===== src/rtl/mcc_serial_subtractor.sv =====
// Multi-cycle subtractor: one 4-bit Manchester borrow-chain slice per clock, valid/ready on both sides.
// Optional MCC_ADDSUB_MODE_EN adds a latched 'sub' select (1 = subtract, 0 = add).
module mcc_serial_subtractor #(
    parameter int unsigned WIDTH = 16
) (
    input  logic             clk,
    input  logic             rst_n,
    input  logic             in_valid,
    output logic             in_ready,
    input  logic [WIDTH-1:0] a,
    input  logic [WIDTH-1:0] b,
    input  logic             bin,
`ifdef MCC_ADDSUB_MODE_EN
    input  logic             sub,
`endif
    output logic             out_valid,
    input  logic             out_ready,
    output logic [WIDTH-1:0] diff,
    output logic             bout,
    output logic             ovf,
    output logic             zero
);

    localparam int unsigned NSL = WIDTH / 4;
    localparam int unsigned KW  = (NSL > 1) ? $clog2(NSL) : 1;

    typedef enum logic [1:0] {IDLE, RUN, DONE} state_e;

    state_e           state_q;
    logic [KW-1:0]    k_q;
    logic             c_q;
    logic             sub_q;
    logic [WIDTH-1:0] a_q;
    logic [WIDTH-1:0] b_q;
    logic [WIDTH-1:0] diff_q;
    logic [WIDTH-1:0] diff_d;
    logic             bout_q;
    logic             ovf_q;
    logic             zero_q;
    logic             out_valid_q;
    logic             in_ready_q;
    logic             sub_in;

`ifdef MCC_ADDSUB_MODE_EN
    assign sub_in = sub;
`else
    assign sub_in = 1'b1;
`endif

    logic [KW+1:0] base;
    logic [3:0]    a_s;
    logic [3:0]    b_s;
    logic [3:0]    p_s;
    logic [3:0]    g_s;
    logic [3:0]    sum_s;
    logic [4:0]    ch;

    // One slice of the carry chain; b_q already holds ~b when subtracting.
    always_comb begin
        base  = {k_q, 2'b00};
        a_s   = a_q[base +: 4];
        b_s   = b_q[base +: 4];
        p_s   = a_s ^ b_s;
        g_s   = a_s & b_s;
        ch    = '0;
        ch[0] = c_q;
        for (int i = 0; i < 4; i++) begin
            ch[i+1] = g_s[i] | (p_s[i] & ch[i]);
        end
        sum_s  = p_s ^ ch[3:0];
        diff_d = diff_q;
        diff_d[base +: 4] = sum_s;
    end

    always_ff @(posedge clk or negedge rst_n) begin
        if (!rst_n) begin
            state_q     <= IDLE;
            k_q         <= '0;
            c_q         <= 1'b0;
            sub_q       <= 1'b0;
            a_q         <= '0;
            b_q         <= '0;
            diff_q      <= '0;
            bout_q      <= 1'b0;
            ovf_q       <= 1'b0;
            zero_q      <= 1'b0;
            out_valid_q <= 1'b0;
            in_ready_q  <= 1'b1;
        end else begin
            case (state_q)
                IDLE: begin
                    if (in_valid) begin
                        a_q        <= a;
                        b_q        <= sub_in ? ~b : b;
                        c_q        <= sub_in ? ~bin : bin;
                        sub_q      <= sub_in;
                        k_q        <= '0;
                        diff_q     <= '0;
                        bout_q     <= 1'b0;
                        ovf_q      <= 1'b0;
                        zero_q     <= 1'b0;
                        in_ready_q <= 1'b0;
                        state_q    <= RUN;
                    end
                end
                RUN: begin
                    c_q    <= ch[4];
                    diff_q <= diff_d;
                    if (k_q == KW'(NSL - 1)) begin
                        bout_q      <= sub_q ? ~ch[4] : ch[4];
                        // Same-sign effective operands with a sign flip in the result.
                        ovf_q       <= (a_q[WIDTH-1] == b_q[WIDTH-1]) &&
                                       (diff_d[WIDTH-1] != a_q[WIDTH-1]);
                        zero_q      <= (diff_d == '0);
                        out_valid_q <= 1'b1;
                        state_q     <= DONE;
                    end else begin
                        k_q <= k_q + KW'(1);
                    end
                end
                DONE: begin
                    if (out_ready) begin
                        out_valid_q <= 1'b0;
                        in_ready_q  <= 1'b1;
                        state_q     <= IDLE;
                    end
                end
                default: state_q <= IDLE;
            endcase
        end
    end

    assign in_ready  = in_ready_q;
    assign out_valid = out_valid_q;
    assign diff      = diff_q;
    assign bout      = bout_q;
    assign ovf       = ovf_q;
    assign zero      = zero_q;

endmodule

===== config.mk =====
export PLATFORM = sky130hd
export DESIGN_NAME = mcc_serial_subtractor
export DESIGN_NICKNAME = d
export VERILOG_FILES = /design/src/rtl/mcc_serial_subtractor.sv
export SDC_FILE = /design/constraint.sdc
export NUM_CORES = 1
export LEC_CHECK = 0
export CAP_MARGIN = 40
export CORE_ASPECT_RATIO = 1.75
export CORE_MARGIN = 2
export CORE_UTILIZATION = 35
export DETAILED_ROUTE_END_ITERATION = 16
export PLACE_DENSITY_LB_ADDON = 0.05
export REMOVE_ABC_BUFFERS = 1
export SYNTH_ARGS = -nofsm -noshare
export SYNTH_HDL_FRONTEND = slang
export SYNTH_SLANG_ARGS = --single-unit

===== constraint.sdc =====
create_clock -name clk -period 4 [get_ports clk]
set_clock_uncertainty 0.15 [all_clocks]
set_input_delay 0.8 -clock clk [delete_from_list [all_inputs] [get_ports clk]]
set_output_delay 0.8 -clock clk [all_outputs]
set_load 0.03 [all_outputs]

==> flow_metrics.tcl <==
set metrics [dict create \
    final_cell_mix "nand2_1 (78), dfrtp_1 (58), clkdlybuf4s50_1 (56)" \
    drv_cap 0 \
    grtUsageTotal 0.1756 \
    die_w_um 72.40 \
    postCtsSetupRepairBufs 0 \
    ys_seq_elements 59 \
    p_comb_frac 0.502 \
    cts_resized 0 \
    ys_dominant_reg_cell "dfrtp_1" \
    start_kind "flop" \
    cp.required_ps 4080 \
    firstDrtPassIters 4 \
    leakagePower_nw 1.694 \
    p_sw_frac 0.4245 \
    hold_buffers 0 \
    final-hold-violation-count 0 \
    outcome "finished, final reports clean" \
    cp.arrival_ps 3660 \
    hold_path_class "flop to flop" \
    ios 58 \
    core-area_sq_um 7963 \
    area_growth_pct 32.40 \
    drc 0 \
    diodes 0 \
    syn_area_sq_um 2865 \
    ys_seq_area_frac 0.5157 \
    grt_pass1_wl_um 11560 \
    clkPwrFrac 0.197 \
    syn-instance-count 295 \
    synth.distinct_cells 36 \
    final_common_cell "nand2_1" \
    cts.clk_slew.worst_paths_ps 50 \
    synth_edf_count 0 \
    drive_above_1_share 0.09749 \
    setup_tns_ps 0 \
    drt_iter0_drc 95 \
    cts_tree "built" \
    clock-sinks 59 \
    antenna_found_initial 0 \
    htreeDepth 3 \
    overflow 0 \
    fin_crit_sh 0.8953 \
    powerDensity_nw_per_um2 942.1 \
    dp_cells 433 \
    cp-end-kind "flop" \
    die-area_sq_um 8955 \
    power_switching_mw 1.517 \
    tightest_slew_ps 785.5 \
    cts_max_path_buffers 2 \
    worstSetupPathType "flop to flop" \
    fin_crit_ps 3581 \
    cts_buffers 9 \
    async_flop_share 1.000 \
    io_buffers 57 \
    grt_pass1_vias 2348 \
    finalMaxSlewViolations 0 \
    place.gp.congestion 0.8210 \
    cp_max_fo 13 \
    grt_max_degree 41 \
    p_int_mw 2.057 \
    placementRows 43 \
    yosysWarnings 0 \
    worstSkewPairLatency_ps 330 \
    via_count 2251 \
    setup_viol 0 \
    layoutNonFillerInstCount 449 \
    timing.slew.headroom 0.4757 \
    max_freq_mhz 279.2 \
    grt_setup_unrepaired "no" \
    post_drt_wl_per_cell_um 15.61 \
    p_seq_frac 0.301 \
    final_antenna_net_count 0 \
    irDropWorstVdd_uv 399.9 \
    dp_hpwl_um 5182 \
    routed_via_density 5.013 \
    start_util 0.3598 \
    fin_nets 401 \
    die_h_um 123.7 \
    syn_avg_cell_area_sq_um 9.713 \
    cts-root-buf "clkbuf_16" \
    routed_wl_um 7010 \
]
## through the flow
stage	hold slack, ps	area, sq um	worst slack [ps]	power (mW)	utilization
after floorplan	290.3	2799	531.9	2.237	-
after global placement	309.1	3512	519.8	2.890	0.4411
after detailed placement	317.0	3520	431.1	2.915	0.4420
after CTS	329.0	3794	409.4	3.628	0.4764
after global routing	341.2	3794	163.8	3.878	0.4764
final	322.3	3794	418.7	3.574	0.4764
## worst paths after layout
| path | start | end | slack (ps) | depth (start not counted) |
|---|---|---|---|---|
| max in group asynchronous | rst_n | b_q[9]$_DFFE_PN0P_ | 2470 | 2 |
| hold / removal | a_q[2]$_DFFE_PN0P_ | a_q[2]$_DFFE_PN0P_ | 320 | 2 |
| min in group asynchronous | rst_n | ovf$_DFFE_PN0P_ | 360 | 1 |
| setup / recovery | k_q[1]$_DFFE_PN0P_ | zero$_DFFE_PN0P_ | 420 | 10 |
| hold reg to reg | a_q[2]$_DFFE_PN0P_ | a_q[2]$_DFFE_PN0P_ | 320 | 2 |
| setup reg to reg | k_q[1]$_DFFE_PN0P_ | zero$_DFFE_PN0P_ | 420 | 10 |
## power groups by stage
| stage | Sequential [mW] | Combinational (mW) | Clock, mW |
|---|---|---|---|
| floorplan | 1.20 | 1.04 | 0 |
| global placement | 1.09 | 1.80 | 0 |
| detailed placement | 1.10 | 1.82 | 0 |
| CTS | 1.09 | 1.82 | 0.720 |
| global route | 1.12 | 2.01 | 0.751 |
| finish | 1.08 | 1.79 | 0.704 |
## synth_stat cells (all sizes together), types with 2 or more instances
master	n	area [sq um]
nand4	2	12.51
mux4	8	180.2
ha	6	75.07
nand2b	2	12.51
nor2b	12	85.08
a31oi	9	56.30
clkbuf	7	26.28
fa	4	80.08
o31ai	2	15.01
buf	7	40.03
dfrtp	58	1451
and2b	2	20.02
and3	2	12.51
nand2	78	292.8
nand3	11	55.05
o21ai	36	180.2
nor2	13	48.80
nor3	3	15.01
a21oi	8	40.04
inv	13	48.79
## sequential cells by signal, summed over array words and instances (netlist names)
name / count
state_q: 2
ovf: 1
diff: 16
zero: 1
a_q: 16
c_q: 1
out_valid: 1
k_q: 2
in_ready: 1
sub_q: 1
b_q: 16
bout: 1
## critical path: stages, from the launching register on
cell and delay (ps):
dfrtp_1 680, mux4_2 320, fa_1 160, inv_1 50, fa_1 370, fa_1 400, fa_1 590, nor2_1 90
a31oi_1 300, nand4_1 140, o31ai_1 240
## layer usage
layer  part of all wire  up-vias  global-route usage
met5                  0        -                   0
met4              0.020        0             0.08218
met3              0.030       12             0.04450
met2               0.55       46              0.3131
met1               0.40     1072              0.1923
li1                   -     1121                   -
## area by class of cell
type,instances,area [sq um]
multi-input combinational,209,1277
tap,90,112.6
timing repair buffer,62,603.1
clock inverter,2,10.01
sequential,59,1478
fill,783,4169
clock buffer,14,264.0
inverter,13,48.80
## cells by family after synthesis
logic type	share of synthesized area
AO/OA/AOI/OAI	0.1166
XOR/XNOR	0.003057
adder cells (fa/ha/maj)	0.05415
buffers and inverters	0.04017
flip-flops	0.5157
multiplexers	0.06681
AND/OR/NAND/NOR	0.2035
Power figures use the tool's default switching activity.
